`config.mk`:
```
export PLATFORM = sky130hd
export DESIGN_NAME = mem_port_arbiter
export DESIGN_NICKNAME = d
export VERILOG_FILES = /design/src/rtl/mem_port_arbiter.sv
export SDC_FILE = /design/constraint.sdc
export NUM_CORES = 1
export LEC_CHECK = 0
export BUFFER_PORTS_ARGS = -buffer_cell sky130_fd_sc_hd__buf_2
export CORE_AREA = 2 2 85 87
export CTS_BUF_LIST = sky130_fd_sc_hd__clkbuf_4 sky130_fd_sc_hd__clkbuf_8
export DETAILED_ROUTE_END_ITERATION = 16
export DIE_AREA = 0 0 87 89
export SLEW_MARGIN = 20
export SYNTH_ARGS = -nofsm -noshare
export SYNTH_HDL_FRONTEND = slang
export SYNTH_SLANG_ARGS = --single-unit
```
`constraint.sdc`:
```
create_clock -name clk -period 0.8 [get_ports clk]
set_clock_uncertainty 0.05 [all_clocks]
set_input_delay 0.08 -clock clk [delete_from_list [all_inputs] [get_ports clk]]
set_output_delay 0.08 -clock clk [all_outputs]
set_load 0.01 [all_outputs]
```
`src/rtl/mem_port_arbiter.sv`:
```
// Single-port RAM arbiter between instruction fetch (I) and load/store (D) ports.
// Optional fetch anti-starvation guard enabled by defining STARVE_GUARD_EN.
module mem_port_arbiter #(
    parameter int AW         = 12,
    parameter int DW         = 32,
    parameter int MAX_STARVE = 3
) (
    input  logic            clk,
    input  logic            rst_n,
    input  logic            i_req,
    input  logic [AW-1:0]   i_addr,
    output logic            i_gnt,
    output logic            i_rvalid,
    output logic [DW-1:0]   i_rdata,
    input  logic            d_req,
    input  logic            d_we,
    input  logic [AW-1:0]   d_addr,
    input  logic [DW-1:0]   d_wdata,
    input  logic [DW/8-1:0] d_be,
    output logic            d_gnt,
    output logic            d_rvalid,
    output logic [DW-1:0]   d_rdata,
    output logic            mem_en,
    output logic            mem_we,
    output logic [AW-1:0]   mem_addr,
    output logic [DW-1:0]   mem_wdata,
    output logic [DW/8-1:0] mem_be,
    input  logic [DW-1:0]   mem_rdata,
    output logic            stall_f
);

    localparam int BW = DW / 8;

    typedef enum logic [1:0] {
        OWN_NONE = 2'd0,
        OWN_I    = 2'd1,
        OWN_D    = 2'd2
    } owner_e;

    owner_e owner_r;
    owner_e owner_nxt_s;
    logic   force_i_s;

    if (((DW % 8) != 0) || (MAX_STARVE < 1)) begin : g_bad_param
        $error("mem_port_arbiter: DW must be a multiple of 8 and MAX_STARVE >= 1");
    end

`ifdef STARVE_GUARD_EN
    localparam int SW = ($clog2(MAX_STARVE + 1) < 2) ? 2 : $clog2(MAX_STARVE + 1);
    localparam logic [SW-1:0] STARVE_LIM = SW'(MAX_STARVE);

    logic [SW-1:0] starve_cnt_r;

    // Count consecutive cycles a pending fetch is refused, saturating at the limit
    always_ff @(posedge clk or negedge rst_n) begin
        if (!rst_n) begin
            starve_cnt_r <= {SW{1'b0}};
        end else if (i_req && !i_gnt) begin
            if (starve_cnt_r != STARVE_LIM) begin
                starve_cnt_r <= starve_cnt_r + {{(SW-1){1'b0}}, 1'b1};
            end else begin
                starve_cnt_r <= starve_cnt_r;
            end
        end else begin
            starve_cnt_r <= {SW{1'b0}};
        end
    end

    assign force_i_s = i_req && (starve_cnt_r == STARVE_LIM);
`else
    assign force_i_s = 1'b0;
`endif

    // Pick the winner: D first (older instruction) unless the fetch is overdue
    always_comb begin
        i_gnt = 1'b0;
        d_gnt = 1'b0;
        if (!rst_n) begin
            i_gnt = 1'b0;
            d_gnt = 1'b0;
        end else if (d_req && !force_i_s) begin
            d_gnt = 1'b1;
        end else if (i_req) begin
            i_gnt = 1'b1;
        end else begin
            i_gnt = 1'b0;
            d_gnt = 1'b0;
        end
    end

    // Steer the RAM strobe/address/byte lanes from whichever port won
    always_comb begin
        mem_en    = i_gnt | d_gnt;
        mem_we    = d_gnt & d_we;
        mem_wdata = d_wdata;
        mem_addr  = i_addr;
        mem_be    = {BW{1'b0}};
        if (d_gnt) begin
            mem_addr = d_addr;
            mem_be   = d_be;
        end else if (i_gnt) begin
            mem_be   = {BW{1'b1}};
        end else begin
            mem_be   = {BW{1'b0}};
        end
    end

    assign stall_f = rst_n & i_req & ~i_gnt;

    // Remember who owns the read data returning next cycle; stores return nothing
    always_comb begin
        owner_nxt_s = OWN_NONE;
        if (d_gnt && !d_we) begin
            owner_nxt_s = OWN_D;
        end else if (i_gnt) begin
            owner_nxt_s = OWN_I;
        end else begin
            owner_nxt_s = OWN_NONE;
        end
    end

    // Owner register; async reset drops any read still in flight
    always_ff @(posedge clk or negedge rst_n) begin
        if (!rst_n) begin
            owner_r <= OWN_NONE;
        end else begin
            owner_r <= owner_nxt_s;
        end
    end

    assign i_rvalid = (owner_r == OWN_I);
    assign d_rvalid = (owner_r == OWN_D);
    assign i_rdata  = mem_rdata;
    assign d_rdata  = mem_rdata;

endmodule

```
==> results by group <==
Outcome
  • Status: finished, violations left
  • Failing checks: negative setup slack

Floorplan
  • Starting Density: 15.8%
  • Die X: 87 µm
  • Core region area: 6720 µm²
  • Die height: 89 µm
  • Die footprint: 7740 µm²
  • Core Rows: 30
  • I/O pins: 216

Critical path
  • Crit path buffers/inverters: 1
  • Critical path type: flop to output port
  • Critical-path cell list: nor2b_1, buf_2
  • CP required: 0.67 ns
  • Max incr delay on CP: 0.36 ns
  • Arr. time, crit path: 0.83 ns
  • Highest-delay cell along the critical path: dfrtp_1
  • Crit start category: flop
  • CP Max Fanout: 2
  • Crit. End Element: output port
  • Delay-heaviest family, CP: flip-flops

Yosys
  • Syn avg cell area: 8.00 µm²
  • Seq/Total Area, Yosys: 4.71%
  • Multiplexer share of the synthesized area: 15.5%
  • Post-synthesis compound-gate area fraction: 1.88%
  • Main combinational cell family by area after synthesis: buffers and inverters
  • Synth unique cells: 14
  • Area share of the largest cell type after synthesis: 67.8%
  • Synth top area cells: buf_4 68%, mux2_4 11%, dfrtp_1 4.7%, mux2_2 4.2%, buf_6 2.1%
  • Post-Synth XOR/XNOR Area: 0%
  • Post-Syn Area: 1060 µm²
  • Synth Warn #: 0
  • Simple-Gate Fraction of Synth Area: 7.29%
  • Mapped Cells: 133
  • Synth Area in Adders: 0%
  • Net count after synthesis: 230
  • Area leader, netlist: buf_4
  • Yosys reg bits: 2

Final layout
  • # fillers: 760
  • Share of cells above drive strength 1: 83.2%
  • Most flops, register: owner_r
  • Final instance area: 980 µm²
  • Antenna cells: 0
  • Max reg flops: 2
  • Layout Nets: 200
  • Util after Layout: 14.6%
  • Synthesis-to-finish area growth: -7.88%
  • Biggest regs: owner_r x2

Route
  • ANT nets after route: 0
  • Vias: 600
  • Initial DRC count: 9
  • Drt pass-1 iters: 4
  • Wire per inst: 13.5 µm
  • Vias per cell: 3.31
  • Residual DRC: 0
  • Routed WL: 2440 µm

Clocking
  • Clock slew at reported path FFs: 0.03 ns
  • H-tree levels: 1
  • CTS tree: built
  • Clock buffer count from CTS: 3
  • Clock sinks: 2
  • CTS Buffer Depth: 2
  • Root Buffer Master: clkbuf_8

Placement
  • Placement Setup Slack: -0.194 ns
  • Buffers on Ports: 55
  • Placer Congestion: 0.699
  • Hpwl dp: 1880 µm
  • Cell Area, Placed: 734 µm²

GRT
  • GRT Util Overall: 5.55%
  • GRT overflow: 0
  • First-pass GRT wire length: 3140 µm
  • Vias in the first global route: 585
  • Initial antenna violation count: 0
  • Largest net degree at the start of global routing: 8

Timing
  • RSZ-0062 raised after global routing: true
  • Final setup vio count: 14
  • Final Hold Viols: 0
  • Worst-margin pin slew: 0.132 ns
  • Fmax achieved: 1040 MHz
  • Worst hold slack: 0.110 ns
  • Minimum clock period: 0.963 ns
  • Max Slew Vio Count: 0
  • Setup ws final: -0.163 ns
  • Slew HR: 91.2%
  • Ratio of final minimum period to clock period: 120%

Power
  • Static Leak: 0.527 nW
  • Worst VDD drop: 0.000315 V
  • PwrDens: 1020 nW/µm²

Min path
  • Hold WC Path Type: primary input to output port

Job
  • Maxcap violations: 0
## path summary, 6_finish.rpt
path / end / from / cells after the start
hold / removal: mem_wdata[0] / d_wdata[0] / 0
min in group asynchronous: owner_r[1] / rst_n / 3
max in group asynchronous: owner_r[0] / rst_n / 3
setup / recovery: d_rvalid / owner_r[1] / 2
## kinds of logic (layout without fill, tap and decap cells)
group | after synthesis | in the layout
compound gates | 4 | 4
mux | 12 | 12
flops | 2 | 2
buf+inv | 100 | 67
simple gates | 15 | 16
## synthesized netlist by cell type
master / count
dfrtp_1: 2
nand2_4: 1
inv_1: 2
nand2b_1: 1
buf_4: 96
mux2_4: 8
nand2_1: 4
and3_1: 1
buf_6: 2
and3_2: 1
a21oi_1: 4
nor2b_1: 2
mux2_2: 4
nor2_1: 5
## cell type report
type / instances / area [µm²] / area share, %
Clock buffer: 3 / 41.3 / 4.21
Inverter: 2 / 7.51 / 0.766
Multi-Input combinational cell: 32 / 325 / 33.2
Sequential cell: 2 / 50.0 / 5.11
Tap cell: 80 / 100 / 10.2
Timing Repair Buffer: 62 / 455 / 46.5
## cells in the final DEF (no fill, tap or decap), types with 3 or more instances in the layout
master	instances
mux2_4	12
clkbuf_8	3
buf_6	16
nor2_1	5
nand2_1	4
a21oi_2	3
buf_2	40
## per-stage QoR
| step | std cells | TNS (ns) | power [mW] |
|---|---|---|---|
| 2_1_floorplan | 133 | -0.319 | 0.791 |
| 3_5_place_dp | 174 | -2.63 | 0.468 |
| 6_report | 181 | -1.13 | 0.997 |
| 5_1_grt | 181 | -1.52 | 1.06 |
| 4_1_cts | 181 | -1.29 | 1.01 |
| 3_3_place_gp | 174 | -2.47 | 0.462 |
## report_power, final
group	internal [mW]	total, mW	switching, mW
sequential	0.106	0.108	0.00167
clock	0.318	0.393	0.0749
combinational	0.302	0.496	0.194
total	0.726	0.997	0.271
## routing by layer
layer | wire (µm) | track usage (%) | up-vias
met5 | 0 | 0 | -
met4 | 187 | 7.24 | 0
met3 | 399 | 3.23 | 31
met2 | 1170 | 7.98 | 65
met1 | 677 | 4.83 | 249
li1 | - | - | 255
## what timing repair did
action                                 4_1_cts  5_1_grt
hold buffers                                 2        0
endpoints found under the hold margin        3        0
pin swaps                                    2        2
setup buffers                                1        0
gates resized for setup                     34        5
setup endpoints to repair                   22       20
cloned                                       1        0
No activity file was read; power rests on OpenSTA's default activity.
